<file path="src/rtl/fetch_stage_pkg.sv">
// Shared definitions for the instruction fetch stage: word width, reset PC,
// FSM encodings and the {pc, instr} payload carried through the fetch buffer.
package fetch_stage_pkg;

    localparam int unsigned WORD_WIDTH = 32;
    localparam int unsigned FIFO_DEPTH = 2;
    localparam int unsigned CNT_W      = 2;

    localparam logic [WORD_WIDTH-1:0] RESET_PC_DEFAULT = 32'h0000_3000;

    localparam logic [0:0] ST_FETCH   = 1'b0;
    localparam logic [0:0] ST_DISCARD = 1'b1;

    typedef struct packed {
        logic [WORD_WIDTH-1:0] pc;
        logic [WORD_WIDTH-1:0] instr;
    } fetch_entry_t;

    function automatic logic [WORD_WIDTH-1:0] align_word(input logic [WORD_WIDTH-1:0] addr);
        return addr & ~WORD_WIDTH'(3);
    endfunction

    // Sequential fetch address; wraps naturally at 2^32.
    function automatic logic [WORD_WIDTH-1:0] next_pc(input logic [WORD_WIDTH-1:0] pc);
        return pc + WORD_WIDTH'(4);
    endfunction

endpackage

</file>
<file path="src/rtl/fetch_fifo.sv">
// Two-entry fetch buffer. The head slot is only overwritten by real data, so
// it keeps showing the last instruction once the buffer drains or is flushed.
module fetch_fifo
    import fetch_stage_pkg::*;
(
    input  logic               clk,
    input  logic               rst,
    input  logic               push_i,
    input  logic               pop_i,
    input  logic               flush_i,
    input  fetch_entry_t       wdata_i,
    output fetch_entry_t       head_o,
    output logic [CNT_W-1:0]   count_o
);

    fetch_entry_t     head_q, head_d;
    fetch_entry_t     tail_q, tail_d;
    logic [CNT_W-1:0] count_q, count_d;
    logic             do_pop;
    logic             do_push;

    always_comb begin
        head_d  = head_q;
        tail_d  = tail_q;
        count_d = count_q;
        do_pop  = pop_i && (count_q != '0);
        do_push = push_i && ((count_q < CNT_W'(FIFO_DEPTH)) || do_pop);

        if (flush_i) begin
            count_d = '0;
        end else if (do_pop && (count_q == CNT_W'(2))) begin
            head_d = tail_q;
            if (do_push) begin
                tail_d = wdata_i;
            end else begin
                count_d = CNT_W'(1);
            end
        end else if (do_pop) begin
            // Single entry popped: a simultaneous push becomes the new head.
            if (do_push) begin
                head_d = wdata_i;
            end else begin
                count_d = '0;
            end
        end else if (do_push) begin
            if (count_q == '0) begin
                head_d = wdata_i;
            end else begin
                tail_d = wdata_i;
            end
            count_d = count_q + CNT_W'(1);
        end
    end

    always_ff @(posedge clk) begin
        if (rst) begin
            head_q  <= '0;
            tail_q  <= '0;
            count_q <= '0;
        end else begin
            head_q  <= head_d;
            tail_q  <= tail_d;
            count_q <= count_d;
        end
    end

    assign head_o  = head_q;
    assign count_o = count_q;

endmodule

</file>
<file path="src/rtl/fetch_stage.sv">
// Instruction fetch stage: issues word fetches, buffers up to two fetched
// instructions for ID, and squashes in-flight work on a resolved redirect.
module fetch_stage
    import fetch_stage_pkg::*;
#(
    parameter logic [WORD_WIDTH-1:0] RESET_PC  = RESET_PC_DEFAULT,
    parameter int unsigned           BUF_DEPTH = FIFO_DEPTH
) (
    input  logic                  clk,
    input  logic                  rst,
    output logic                  imemReq,
    output logic [WORD_WIDTH-1:0] imemAddr,
    input  logic                  imemAck,
    input  logic [WORD_WIDTH-1:0] imemRdata,
    input  logic                  stallD,
    input  logic                  redirect,
    input  logic [WORD_WIDTH-1:0] redirectPc,
    output logic [WORD_WIDTH-1:0] pcF,
    output logic [WORD_WIDTH-1:0] instrD,
    output logic [WORD_WIDTH-1:0] pcD,
    output logic                  validD
);

    logic [0:0]            state_q, state_d;
    logic [WORD_WIDTH-1:0] pc_q, pc_d;
    logic [WORD_WIDTH-1:0] squash_addr_q, squash_addr_d;

    logic                  req_c;
    logic                  ack_c;
    logic                  push_c;
    logic                  pop_c;
    logic                  flush_c;
    fetch_entry_t          wdata;
    fetch_entry_t          head;
    logic [CNT_W-1:0]      count;

    // Memory answers in the request cycle, so a request is only issued when
    // the buffer has room for its data right now.
    assign req_c = (state_q == ST_DISCARD) || (count < CNT_W'(BUF_DEPTH));
    assign ack_c = req_c && imemAck;
    assign wdata = '{pc: pc_q, instr: imemRdata};

    always_comb begin
        state_d       = state_q;
        pc_d          = pc_q;
        squash_addr_d = squash_addr_q;
        push_c        = 1'b0;
        pop_c         = 1'b0;
        flush_c       = 1'b0;

        if (state_q == ST_DISCARD) begin
            // Squashed request must still complete at its original address.
            if (redirect) begin
                pc_d = align_word(redirectPc);
            end
            if (imemAck) begin
                state_d = ST_FETCH;
            end
        end else begin
            if (redirect) begin
                flush_c = 1'b1;
                pc_d    = align_word(redirectPc);
                if (req_c && !imemAck) begin
                    state_d       = ST_DISCARD;
                    squash_addr_d = pc_q;
                end
            end else begin
                pop_c = validD && !stallD;
                if (ack_c) begin
                    push_c = 1'b1;
                    pc_d   = next_pc(pc_q);
                end
            end
        end
    end

    always_ff @(posedge clk) begin
        if (rst) begin
            state_q       <= ST_FETCH;
            pc_q          <= RESET_PC;
            squash_addr_q <= '0;
        end else begin
            state_q       <= state_d;
            pc_q          <= pc_d;
            squash_addr_q <= squash_addr_d;
        end
    end

    fetch_fifo u_fifo (
        .clk     (clk),
        .rst     (rst),
        .push_i  (push_c),
        .pop_i   (pop_c),
        .flush_i (flush_c),
        .wdata_i (wdata),
        .head_o  (head),
        .count_o (count)
    );

    assign imemReq  = req_c && !rst;
    assign imemAddr = (state_q == ST_DISCARD) ? squash_addr_q : pc_q;
    assign pcF      = pc_q;
    assign validD   = (count != '0);
    assign instrD   = head.instr;
    assign pcD      = head.pc;

endmodule

</file>
<file path="config.mk">
export PLATFORM = sky130hd
export DESIGN_NAME = fetch_stage
export DESIGN_NICKNAME = d
export VERILOG_FILES = /design/src/rtl/fetch_stage_pkg.sv /design/src/rtl/fetch_fifo.sv /design/src/rtl/fetch_stage.sv
export SDC_FILE = /design/constraint.sdc
export NUM_CORES = 1
export LEC_CHECK = 0
export CORE_ASPECT_RATIO = 1.25
export CORE_MARGIN = 2
export CORE_UTILIZATION = 45
export DETAILED_ROUTE_END_ITERATION = 12
export GPL_TIMING_DRIVEN = 0
export PLACE_DENSITY = 0.74
export SLEW_MARGIN = 20
export SYNTH_ARGS = -nofsm -noshare
export SYNTH_HDL_FRONTEND = slang
export SYNTH_SLANG_ARGS = --single-unit
</file>
<file path="constraint.sdc">
create_clock -name clk -period 1.9 [get_ports clk]
set_input_delay 0.19 -clock clk [delete_from_list [all_inputs] [get_ports clk]]
set_output_delay 0.19 -clock clk [all_outputs]
set_load 0.01 [all_outputs]
</file>
Word level (Yosys, flattened, before mapping)
Index checks and enable logic that the tools add are counted.

operators by class
  $lt $le $gt $ge = 1
  bitwise logic cells = 2
  eq/ne operators = 6
  mux-type cells = 30
  reductions and logical operators = 24
  add/subtract/negate cells = 2

operators by type and width
  cell                                                                     count
  64-bit 2-to-1 mux                                                        9
  32-bit 2-to-1 mux                                                        5
  32-bit by 3-bit adder with 32-bit output, second input constant          1
  1-bit 2-to-1 mux                                                         11
  2-bit 2-to-1 mux                                                         5
  3-bit AND reduction                                                      3
  2-bit inequality test, second input constant                             4
  1-bit logical AND                                                        7
  2-bit nonzero test                                                       3
  3-bit nonzero test                                                       2
  4-bit AND reduction                                                      1
  1-bit zero test                                                          3
  2-bit by 1-bit adder with 2-bit output, second input constant            1
  2-bit equality test, second input constant                               1
  2-bit zero test                                                          1
  1-bit logical OR                                                         2
  2-bit < comparator, second input constant                                1
  2-bit by 1-bit inequality test with 1-bit output, second input constant  1
  1-bit inverter                                                           2
  2-bit AND reduction                                                      1
  2-bit OR reduction                                                       1

storage, ports and cells
  input bits = 69
  flip-flop bits (word level) = 195
  logic and storage cells = 73
  output and inout bits = 130

Longest topological paths before layout
  word-level depth = 10
  depth in mapped cells = 8
  gate-level depth less buffers = 6

Modules after synthesis
From an unflattened synthesis, not the netlist that was laid out.

second synthesis, totals
  cell total of the unflattened synthesis = 1025
  area total of the unflattened synthesis = 9679.3 sq um

modules (own cells, without submodules)
  module       seq. area each (sq um)  instances  cells each  area each (sq um)
  fetch_fifo   2602.5                  1          614         6424.9
  fetch_stage  1221.2                  1          411         3254.4

Worst setup path before layout
Ideal clock, no wire load.

  path type = register to register
  from = register pc_q[11] (netlist: pcF[11])
  to = register pc_q[27] (netlist: pcF[27])
  data required time = 1809 ps
  stages on the path, launching flop included = 6
  period minus slack after synthesis = 2101 ps
  arrival time = 2010 ps
  path buffers = 1
  setup time = 91 ps
  setup slack = -201 ps
  path through = dfxtp_1 > clkbuf_1 > nand2_1 > or4_4 > or4_1 > a311oi_1

between the ends
  longest elaborated chain between the ends = 4

ends and longest elaborated chain
  what                                      RTL line               source
  from (decl)                               fetch_stage.sv:25      logic [WORD_WIDTH-1:0] pc_q, pc_d;
  from (signal assigned)                    fetch_stage.sv:84      pc_q <= pc_d;
  32-bit by 3-bit adder with 32-bit output  fetch_stage_pkg.sv:25  return pc + WORD_WIDTH'(4);
  32-bit 2-to-1 mux                         fetch_stage.sv:69      if (ack_c) begin
  32-bit 2-to-1 mux                         fetch_stage.sv:60      if (redirect) begin
  32-bit 2-to-1 mux                         fetch_stage.sv:51      if (state_q == ST_DISCARD) begin

Every way passes these cells. The select of a mux whose other input is x is not followed.
A chain may end at the register's enable or synchronous reset.

Worst setup path after layout
  from = register u_fifo.count_q[1] (netlist: u_fifo.count_o[1])
  to = register u_fifo.count_q[0] (netlist: u_fifo.count_o[0])

between the ends
  longest elaborated chain between the ends = 9
  elaborated cells between the ends (all ways) = 21
  classes of those cells = 1 x order compare; 3 x eq/ne; 7 x mux; 10 x reduce/logical

ends and longest elaborated chain
  what                                                                          RTL line                              source
  from (decl)                                                                   fetch_fifo.sv:18                      logic [CNT_W-1:0] count_q, count_d;
  from (signal assigned)                                                        fetch_fifo.sv:63                      count_q <= count_d;
  2-bit < comparator / 2-bit nonzero test (equally long branches)               n/a
  1-bit logical OR / 1-bit logical AND (equally long branches)                  fetch_stage.sv:39, fetch_stage.sv:68
  1-bit logical AND / 1-bit 2-to-1 mux (equally long branches)                  fetch_stage.sv:40, fetch_stage.sv:60
  1-bit 2-to-1 mux, on equally long branches                                    fetch_stage.sv:69, fetch_stage.sv:51
  1-bit 2-to-1 mux / 1-bit logical AND (equally long branches)                  fetch_stage.sv:60, fetch_fifo.sv:26
  1-bit 2-to-1 mux / 1-bit logical OR (equally long branches)                   fetch_stage.sv:51, fetch_fifo.sv:27
  1-bit logical AND                                                             fetch_fifo.sv:27                      do_push = push_i && ((count_q < CNT_W'(FIFO_DEPTH)) || do_pop);
  2-bit inequality test (no line) / 3-bit nonzero test (equally long branches)  n/a
  3-bit AND reduction (no line)                                                 n/a

Parallel ways exist; a longest one is shown, timed or not.

==> run_results.csv <==
group,metric,value,unit
route,wl_per_cell,21.3,um
global_routing,antenna_found_initial,0,
timing,grt_setup_unrepaired,"yes",
critical_path,startpoint_type,"flop",
timing,slew_headroom,39.8,%
timing,period_needed,2170,ps
floorplanning,core,18200,um2
hold_path,min_to,"state_q$_SDFF_PP0_",
synth,yosys.area.top_type,"dfxtp_1",
placed_design,place_area,10800,um2
clock_tree,numCtsBuffers,17,
critical_path,required,2210,ps
pwr,p_clk_share,36.8,%
critical_path,reg2reg_slack,-270,ps
pwr,p_leak,5.41,nW
timing,setup_viol,164,
synth,async_flop_share,0,%
synth,synth_most_common_cell,"nand2_1",
synth,syn_area,8430,um2
critical_path,slowest_stage,"or4b_4",
critical_path,path_cells,"buf_6 > or4b_4 > buf_8 > buf_4 > buf_4 > xor2_1 > a221oi_1 > nor2_1",
synth,synth-edff-count,0,
global_routing,grt_pass1_wl,48300,um
hold_path,hold_depth,2,
job,cap_viol_max_count,0,
timing,layout_setup_ws,-274,ps
placed_design,gp_congestion,0.966,
pwr,power.total,9.78,mW
status,violations,"negative setup slack",
timing,setup-tns-final,-21810,ps
timing,worstMarginPinSlew,903,ps
synth,ys_types,61,
clock_tree,cts_tree,"yes",
placed_design,dpl.hpwl,20500,um
status,status,"finished with violations",
timing,finClkSkew,11.4,ps
global_routing,grt_max_degree,18,
global_routing,grt_overflow,0,
pwr,switching_share,28.4,%
critical_path,rr_endpoint,"u_fifo.count_o[0]$_SDFFE_PP0P_",
clock_tree,clk_latency,450,ps
floorplanning,die-area,19800,um2
floorplanning,die_x,126,um
synth,synth.avg_cell_area,7.72,um2
floorplanning,ioPinCount,199,
route,dr.pass1.iters,5,
floorplanning,start_util,46.2,%
cells_and_area,nets,1465,
hold_path,hold_start,"imemAck",
critical_path,crit_buf_inv,4,
synth,synth_area_leaders,"dfxtp_1, nand2_1, a311oi_1, a21oi_1, clkbuf_1",
synth,yosys-top-cells-count,"nand2_1, dfxtp_1, a21oi_1",
synth,yosys_warnings,0,
route,dr_total_vias,9795,
cells_and_area,final_layout_size_suffix_gt1_share,32.6,%
critical_path,rr_worst_depth,8,
placed_design,placement.io_buffers,189,
route,ant_nets,0,
critical_path,crit_top_cell,"buf_4",
floorplanning,rows,55,
critical_path,arrival,2490,ps
timing,fmax,0.460,GHz
floorplanning,die_y,157,um
critical_path,worstSetupPathDepth,8,
critical_path,critPathTopFamily,"simple AND/OR/NAND/NOR gates",
critical_path,critPathMaxFanout,5,
pwr,switching_power,2.78,mW
cells_and_area,final_design_area_no_fill,13900,um2
route,drc_errors,0,
clock_tree,clock-root-buffer,"clkbuf_16",
synth,dominantRegCellSynth,"dfxtp_1",
critical_path,crit_path_end_kind,"flop",
global_routing,grt_usage,30.9,%
timing,period_share,114,%
cells_and_area,syn2layout_area_growth,64.4,%
critical_path,slowest_delay,570,ps
clock_tree,cts_sinks,187,
critical_path,timing.rr.start,"u_fifo.count_o[1]$_SDFFE_PP0P_",
synth,yosysTopAreaCellShare,44.4,%
clock_tree,clk_path_buf_depth,2,
route,detail_route.iter0.violations,954,
synth,netlist_instances,1092,
placed_design,pre_cts_slack,-1210,ps
synth,yosysSeqAreaShare,44.4,%
pwr,pwr-share-seq,43.4,%
synth,ys_ff_latch,187,
pwr,p_int,7.00,mW
clock_tree,cts_max_level,4,
pwr,ir_drop,0.621,mV
timing,hold_violations,0,
pwr,combPwrFrac,19.8,%
cells_and_area,n_antenna_cell,0,
pwr,power.density,706,nW/um2
critical_path,critPathKind,"reg -> reg",
route,viasPerCell,5.99,
clock_tree,cts.reportedPaths.clkPinSlew,70,ps
route,drt_wl_total,34900,um
cells_and_area,utilization,76.0,%
hold_path,hp-class,"in -> reg",
timing,final_max_slew_viol_count,0,
global_routing,grt_pass1_vias,8789,
## registers in the layout, summed over array words and instances (netlist names)
signal,cells
pcF,30
squash_addr_q,30
state_q,1
u_fifo.count_o,2
u_fifo.head_o,62
u_fifo.tail_q,62
## power by group through the flow
stage	Sequential, mW	Combinational [mW]	Clock (mW)
floorplan	4.35	0.653	0
global placement	4.32	1.44	0
detailed placement	4.32	1.45	0
CTS	4.24	1.74	3.58
global route	4.26	2.03	3.77
finish	4.24	1.94	3.60
## layer usage
metal,up-vias,part of all wire [%],track usage (%)
met5,-,0,0
met4,0,5.7,15.0
met3,131,8.4,5.00
met2,594,48,52.3
met1,4667,38,38.3
li1,4403,-,-
## final cells by class
type,instances,area [um2]
Clock buffer,19,453
Inverter,8,32.5
Sequential cell,187,3800
Tap cell,228,285
Buffer,99,966
Clock inverter,13,133
Timing Repair Buffer,288,3020
Multi-Input combinational cell,792,5170
Fill cell,1259,4380
## worst max-delay path by stage
| stage | slack [ps] | from | to |
|---|---|---|---|
| global placement | -1170 | redirect | u_fifo.tail_q[44]$_SDFFE_PP0P_ |
| global route | -290 | u_fifo.count_o[1]$_SDFFE_PP0P_ | u_fifo.count_o[0]$_SDFFE_PP0P_ |
| finish | -270 | u_fifo.count_o[1]$_SDFFE_PP0P_ | u_fifo.count_o[0]$_SDFFE_PP0P_ |
| CTS | -180 | u_fifo.count_o[1]$_SDFFE_PP0P_ | pcF[31]$_SDFFE_PP0P_ |
| detailed placement | -1210 | redirect | u_fifo.tail_q[53]$_SDFFE_PP0P_ |
| floorplan | -60 | pcF[23]$_SDFFE_PP0P_ | pcF[31]$_SDFFE_PP0P_ |
## cells by family (layout without fill, tap and decap cells)
group | Yosys count | count (layout) | synth area share, %
adders and majority gates | 3 | 3 | 0.445
AOI/OAI and AO/OA | 246 | 246 | 19.8
other | 1 | 6 | 0.0445
muxes | 27 | 27 | 3.61
DFF | 187 | 187 | 44.4
and+or+nand+nor | 509 | 509 | 25.9
buffers and inverters | 118 | 427 | 5.73
xor gates and xnor gates | 1 | 1 | 0.104
## stage by stage
| stage | hold slack, ps | cells |
|---|---|---|
| 2_1_floorplan | 266 | 1097 |
| 3_3_place_gp | 438 | 1514 |
| 3_5_place_dp | 446 | 1514 |
| 4_1_cts | 169 | 1600 |
| 5_1_grt | 291 | 1634 |
| 6_report | 310 | 1634 |
## cell usage in the layout, fill, tap and decap left out, types with 9 or more instances in the layout
master and count:
a21oi_2 57, clkbuf_8 14, mux2_4 15, clkbuf_1 24, a311oi_1 62, a21oi_1 49
dfxtp_4 9, nand2_1 277, clkbuf_4 11, dfxtp_2 15, buf_4 69, clkbuf_2 19
nand2_2 11, buf_8 14, mux2_2 12, buf_12 11, nand2_4 48, clkdlybuf4s50_1 156
buf_6 28, dfxtp_1 163, nand4_1 12, clkbuf_16 37, nand3_1 12, buf_2 16
nor2_1 75
## repair_timing
item,in CTS,in global routing
gates cloned,13,10
resized for setup,341,242
hold buffers,0,0
pin swaps,84,113
endpoints found under the setup margin,217,204
buffers inserted,47,31
No activity file was read; power rests on OpenSTA's default activity.
